===== src/rtl/ahb_arbiter_nm.sv =====
// ahb_arbiter_nm
//   AHB bus arbiter for NO_OF_MASTERS masters. Grants the shared address/control
//   path by fixed priority (ARB_MODE=0, index 0 highest) or round-robin
//   (ARB_MODE=1). It holds the grant across locked sequences and masks masters
//   that have been SPLIT until their slave signals completion on HSPLIT.
//
// Ports
//   i_hclk        clock, all state updates on the rising edge
//   i_hreset      synchronous active-high reset
//   i_hbusreq     per-master bus request
//   i_hlock       per-master locked-transfer request
//   i_hsplit      split-completion pulses, ORed from all slaves
//   i_hready      transfer complete from the selected slave
//   i_hresp       slave response: OKAY=0, ERROR=1, RETRY=2, SPLIT=3
//   o_hgrant      one-hot grant, registered
//   o_hmaster     master owning the current address phase, registered
//   o_hmastlock   current address phase is locked, registered

module ahb_arbiter_nm #(
  parameter int NO_OF_MASTERS  = 4,
  parameter int ARB_MODE       = 0,
  parameter int DEFAULT_MASTER = 0,
  parameter int MW             = $clog2(NO_OF_MASTERS)
) (
  input  logic                     i_hclk,
  input  logic                     i_hreset,
  input  logic [NO_OF_MASTERS-1:0] i_hbusreq,
  input  logic [NO_OF_MASTERS-1:0] i_hlock,
  input  logic [NO_OF_MASTERS-1:0] i_hsplit,
  input  logic                     i_hready,
  input  logic [1:0]               i_hresp,
  output logic [NO_OF_MASTERS-1:0] o_hgrant,
  output logic [MW-1:0]            o_hmaster,
  output logic                     o_hmastlock
);

  typedef enum logic [1:0] {
    HRESP_OKAY  = 2'd0,
    HRESP_ERROR = 2'd1,
    HRESP_RETRY = 2'd2,
    HRESP_SPLIT = 2'd3
  } hresp_t;

  localparam logic [MW-1:0]            DEF_IDX    = MW'(DEFAULT_MASTER);
  localparam logic [NO_OF_MASTERS-1:0] DEF_ONEHOT = NO_OF_MASTERS'(1) << DEFAULT_MASTER;

  // registered state
  logic [NO_OF_MASTERS-1:0] r_hgrant;
  logic [MW-1:0]            r_hmaster;
  logic                     r_hmastlock;
  logic [NO_OF_MASTERS-1:0] r_split_mask;
  logic [MW-1:0]            r_data_master;
  logic [MW-1:0]            r_rr_ptr;

  // combinational
  logic [MW-1:0]            w_gnt_idx;
  logic [NO_OF_MASTERS-1:0] w_elig;
  logic [MW-1:0]            w_fx_win;
  logic                     w_fx_found;
  logic [MW-1:0]            w_rr_win;
  logic                     w_rr_found;
  logic [MW-1:0]            w_rr_idx;
  logic [MW-1:0]            w_win;
  logic                     w_found;
  logic                     w_lock_hold;
  logic                     w_split_evt;
  logic                     w_split_set;
  logic                     w_lock_split;
  logic [NO_OF_MASTERS-1:0] w_split_vec;
  logic [NO_OF_MASTERS-1:0] w_split_mask_nxt;
  logic [NO_OF_MASTERS-1:0] w_grant_nxt;
  logic [MW-1:0]            w_rr_nxt;

  // Index of the one-hot grant (OR of the indices of set bits).
  always_comb begin
    w_gnt_idx = '0;
    for (int i = 0; i < NO_OF_MASTERS; i++) begin
      if (r_hgrant[i]) begin
        w_gnt_idx = w_gnt_idx | MW'(i);
      end
    end
  end

  assign w_elig = i_hbusreq & ~r_split_mask;

  // Fixed priority: scan downward so the lowest eligible index is the last write.
  always_comb begin
    w_fx_win   = DEF_IDX;
    w_fx_found = 1'b0;
    for (int i = NO_OF_MASTERS - 1; i >= 0; i--) begin
      if (w_elig[i]) begin
        w_fx_win   = MW'(i);
        w_fx_found = 1'b1;
      end
    end
  end

  // Round-robin: first eligible index starting one past the last winner.
  always_comb begin
    w_rr_win   = DEF_IDX;
    w_rr_found = 1'b0;
    w_rr_idx   = '0;
    for (int k = 1; k <= NO_OF_MASTERS; k++) begin
      w_rr_idx = MW'((int'(r_rr_ptr) + k) % NO_OF_MASTERS);
      if (!w_rr_found && w_elig[w_rr_idx]) begin
        w_rr_win   = w_rr_idx;
        w_rr_found = 1'b1;
      end
    end
  end

  assign w_win   = (ARB_MODE == 1) ? w_rr_win   : w_fx_win;
  assign w_found = (ARB_MODE == 1) ? w_rr_found : w_fx_found;

  // A master that is still split cannot hold the bus with HLOCK.
  assign w_lock_hold = i_hlock[w_gnt_idx] && !r_split_mask[w_gnt_idx];

  assign w_split_evt = i_hready && (hresp_t'(i_hresp) == HRESP_SPLIT);
  // The default master is never masked: it must always be able to own the bus.
  assign w_split_set = w_split_evt && (r_data_master != DEF_IDX);
  // A locked owner that just got SPLIT gives the bus up to the default master
  // immediately, instead of riding its lock for one more phase.
  assign w_lock_split = w_split_evt && w_lock_hold && (r_data_master == w_gnt_idx);

  assign w_split_vec      = w_split_set ? (NO_OF_MASTERS'(1) << r_data_master) : '0;
  // Clear is applied after set so a coincident HSPLIT wins.
  assign w_split_mask_nxt = (r_split_mask | w_split_vec) & ~i_hsplit;

  // Next grant; the arbitration above sees the mask from before this edge.
  always_comb begin
    w_grant_nxt = DEF_ONEHOT;
    w_rr_nxt    = r_rr_ptr;
    if (w_lock_split) begin
      w_grant_nxt = DEF_ONEHOT;
    end else if (w_lock_hold) begin
      w_grant_nxt = r_hgrant;
    end else if (w_found) begin
      w_grant_nxt = NO_OF_MASTERS'(1) << w_win;
      w_rr_nxt    = w_win;
    end
  end

  always_ff @(posedge i_hclk) begin
    if (i_hreset) begin
      r_hgrant      <= DEF_ONEHOT;
      r_hmaster     <= DEF_IDX;
      r_hmastlock   <= 1'b0;
      r_split_mask  <= '0;
      r_data_master <= DEF_IDX;
      r_rr_ptr      <= DEF_IDX;
    end else begin
      r_split_mask <= w_split_mask_nxt;
      if (i_hready) begin
        r_data_master <= r_hmaster;
        r_hmaster     <= w_gnt_idx;
        r_hmastlock   <= i_hlock[w_gnt_idx];
        r_hgrant      <= w_grant_nxt;
        r_rr_ptr      <= w_rr_nxt;
      end
    end
  end

  assign o_hgrant    = r_hgrant;
  assign o_hmaster   = r_hmaster;
  assign o_hmastlock = r_hmastlock;

endmodule

===== config.mk =====
export PLATFORM = sky130hd
export DESIGN_NAME = ahb_arbiter_nm
export DESIGN_NICKNAME = d
export VERILOG_FILES = /design/src/rtl/ahb_arbiter_nm.sv
export SDC_FILE = /design/constraint.sdc
export NUM_CORES = 1
export LEC_CHECK = 0
export ABC_AREA = 0
export BUFFER_PORTS_ARGS = -buffer_cell sky130_fd_sc_hd__buf_2
export CAP_MARGIN = 10
export CORE_MARGIN = 10
export CORE_UTILIZATION = 52
export DETAILED_ROUTE_END_ITERATION = 12
export MAX_ROUTING_LAYER = met4
export PLACE_DENSITY = 0.81
export SLEW_MARGIN = 20
export SYNTH_ARGS = -nofsm -noshare
export SYNTH_HDL_FRONTEND = slang
export SYNTH_SLANG_ARGS = --single-unit

===== constraint.sdc =====
create_clock -name i_hclk -period 2.3 [get_ports i_hclk]
set_input_delay 0.46 -clock i_hclk [delete_from_list [all_inputs] [get_ports i_hclk]]
set_output_delay 0.46 -clock i_hclk [all_outputs]
set_load 0.005 [all_outputs]

==> metrics.md <==
| Metric | Value |
|---|---|
| Status | completed |
| Yosys reg bits | 13 |
| Count leader, synth | dfxtp_1 |
| Total nets after synthesis | 100 |
| Final Skew | 0.00406 ns |
| Slew HR | 73.2% |
| GRT Total Usage | 12.4% |
| R2r setup slk | 0.52 ns |
| Cell variety after synth | 33 |
| Largest cells by area after synthesis | dfxtp_1 34%, nand2b_1 6.6%, nor3_1 5.3% |
| Hold Crit Endpoint | r_split_mask[0] |
| Gate Count Post-Synth | 83 |
| N_diodes | 0 |
| Area Growth Syn to Fin | 16.7% |
| RSZ-0062 raised after global routing | false |
| Die area | 3370 sq um |
| # port buffers | 23 |
| Critical hold path startpoint | i_hsplit[0] |
| Post-synth top area share | 34.5% |
| Crit path max fanout | 12 |
| WHS Path Cells | 2 |
| Worst Path Required | 2.47 ns |
| Synth Area per Inst | 9.09 sq um |
| Number of buffers and inverters on the critical path | 0 |
| Initial Utilization | 56.6% |
| Max-Cap Viols | 0 |
| Commonest cells post-synth | 13 x dfxtp_1, 8 x nand2b_1, 8 x nor3_1 |
| Cells on worst reg2reg path | 5 |
| Worst r2r src | o_hgrant[1] |
| Crit path largest cell delay | 0.57 ns |
| Post-CTS setup buffer count | 0 |
| Clock transition at the registers of the reported paths | 0.08 ns |
| YS warnings | 0 |
| Reg-to-Reg End | o_hgrant[2] |
| Core area | 1330 sq um |
| Die Wd | 58.1 microns |
| Number of flops mapped to enable cells by yosys | 0 |
| Worst slew pin tran | 0.401 ns |
| H-Tree Depth | 1 |
| CTS sink cnt | 13 |
| Slowest cell on crit path | dfxtp_1 |
| Cell taking the most area after synthesis | dfxtp_1 |
| Setup violators final | 0 |
| Cts hold-fix bufs | 0 |
| Clock Path Buffers | 2 |
| Vias in the first global route | 694 |
| CTS buffer count | 3 |
| Predominant post-synthesis flop cell | dfxtp_1 |
| Height of the chip | 58.1 microns |
| Register area | 260 sq um |
| Worst vdd ir | 305 uV |
| Placer congestion estimate | 0.808 |
| Register area share after synthesis | 34.5% |
| Final wirelength | 1890 microns |
| Pwr dens | 516 nW/um^2 |
| Hold Path Class | in -> reg |
| Filler instances | 110 |
| Critical Path AT | 1.95 ns |
| Largest net degree at the start of global routing | 19 |
| Clock Latency Late Sink | 0.27 ns |
| CTS Root Cell | clkbuf_4 |
| Multi-input gate area | 449 sq um |
| Antenna Nets Post-Route | 0 |
| First-pass GRT wire length | 3270 microns |
| Asr flop ratio synth | 0% |
| Period utilization | 77.5% |
| Via/cell ratio | 6.05 |
| GRT Residual Overflow | 0 |
| Drt first-iter violations | 29 |
| Fmax achieved | 561 MHz |
| Final hold violations | 0 |
| Critical path origin | o_hgrant[1] |
| Setup_tns | 0 ns |
| NumNets Final | 123 |
| Mapped cell area | 754 sq um |
| Slew Limit Fails | 0 |
| Layout cell share with drive strength beyond 1 | 31.4% |
| CTS tree | yes |
| Critical-path cell list | mux2_4 > a22oi_4 > o211ai_4 > nand2_1 > mux2_2 |
| WS Path Type | reg -> reg |
| # DRC | 0 |
| Post-CTS resize count | 0 |
| Leak pwr | 0.371 nW |
| Kind of start point of the critical path | flip-flop |
| Via count | 726 |
| Util after Layout | 66.0% |
| Crit. End Element | flip-flop |
| First-pass detailed-route iteration total | 4 |
| HPWL after DPL | 1410 microns |
| Tmin final | 1.78 ns |
| Delay-heaviest family, CP | multiplexers |
| # IOs | 24 |
| Initial antenna violation count | 0 |
| Wire length per cell | 15.8 microns |
| Row cnt | 13 |
-- flip-flops by register name, summed over array words and instances, names as in the netlist --
| name | flops |
|---|---|
| r_split_mask | 4 |
| o_hgrant | 4 |
| o_hmaster | 2 |
| r_data_master | 2 |
| o_hmastlock | 1 |
-- power breakdown --
part | switching, mW | internal, mW | total, mW | leakage, nW
Sequential | 0.00917 | 0.232 | 0.241 | 0.106
Clock | 0.0749 | 0.0672 | 0.142 | 0.0150
Combinational | 0.0370 | 0.0339 | 0.0709 | 0.250
Total | 0.121 | 0.333 | 0.454 | 0.371
-- worst max path at each step --
| stage | to | slack [ns] | cells after the start |
|---|---|---|---|
| CTS | o_hgrant[2] | 0.53 | 5 |
| global placement | o_hgrant[2] | 0.56 | 5 |
| floorplan | o_hgrant[2] | 0.71 | 6 |
| finish | o_hgrant[2] | 0.52 | 5 |
| detailed placement | o_hgrant[2] | 0.55 | 5 |
| global route | o_hgrant[2] | 0.41 | 5 |
-- area by class of cell --
type                       count  share of cell area (%)
multi-input combinational     62                    51.0
clock buffer                   4                    2.98
timing repair buffer          23                    13.1
tap                           15                    2.13
sequential                    13                    29.5
inverter                       3                    1.28
-- logic make-up after synthesis --
| kind of cell | share of synthesized area (%) |
|---|---|
| AO/OA/AOI/OAI | 18.7 |
| flip-flops | 34.5 |
| XOR/XNOR | 1.16 |
| buffers and inverters | 5.97 |
| multiplexers | 8.95 |
| AND/OR/NAND/NOR | 30.7 |
-- per-stage QoR --
step / instances / power, mW / hold slack [ns] / cell area [sq um] / setup WS (ns)
2_1_floorplan: 83 / 0.291 / 0.467 / 754 / 0.713
3_3_place_gp: 116 / 0.314 / 0.457 / 855 / 0.562
3_5_place_dp: 116 / 0.316 / 0.466 / 855 / 0.548
4_1_cts: 120 / 0.459 / 0.325 / 881 / 0.530
5_1_grt: 120 / 0.479 / 0.336 / 881 / 0.408
6_report: 120 / 0.454 / 0.335 / 881 / 0.517
-- metal layers --
metal	vias up	track usage, %	share of wire, %
li1	347	-	-
met1	339	14.0	44
met2	34	18.9	45
met3	6	4.36	8.4
met4	0	6.04	1.8
met5	-	-	0
-- cell usage in the layout, fill, tap and decap left out --
master,instances
o21ai_0,1
a21oi_1,2
a31oi_1,3
a211o_1,1
nor4b_2,1
clkbuf_4,3
inv_1,3
nand3_1,1
nand2_1,1
nor2b_1,4
o211ai_4,1
mux2_1,1
nor2_1,6
nor3b_1,3
mux2_2,1
nor2_2,1
clkbuf_1,1
and3_1,1
mux2i_1,3
mux2_4,1
a211oi_1,3
a22oi_1,1
a22oi_4,1
o31a_1,1
a21oi_2,1
nand2b_1,8
xor2_1,1
nor4_1,4
nor4bb_1,1
dfxtp_1,13
a311oi_1,1
buf_2,23
nor3_1,8
(Power assumes the default switching activity.)
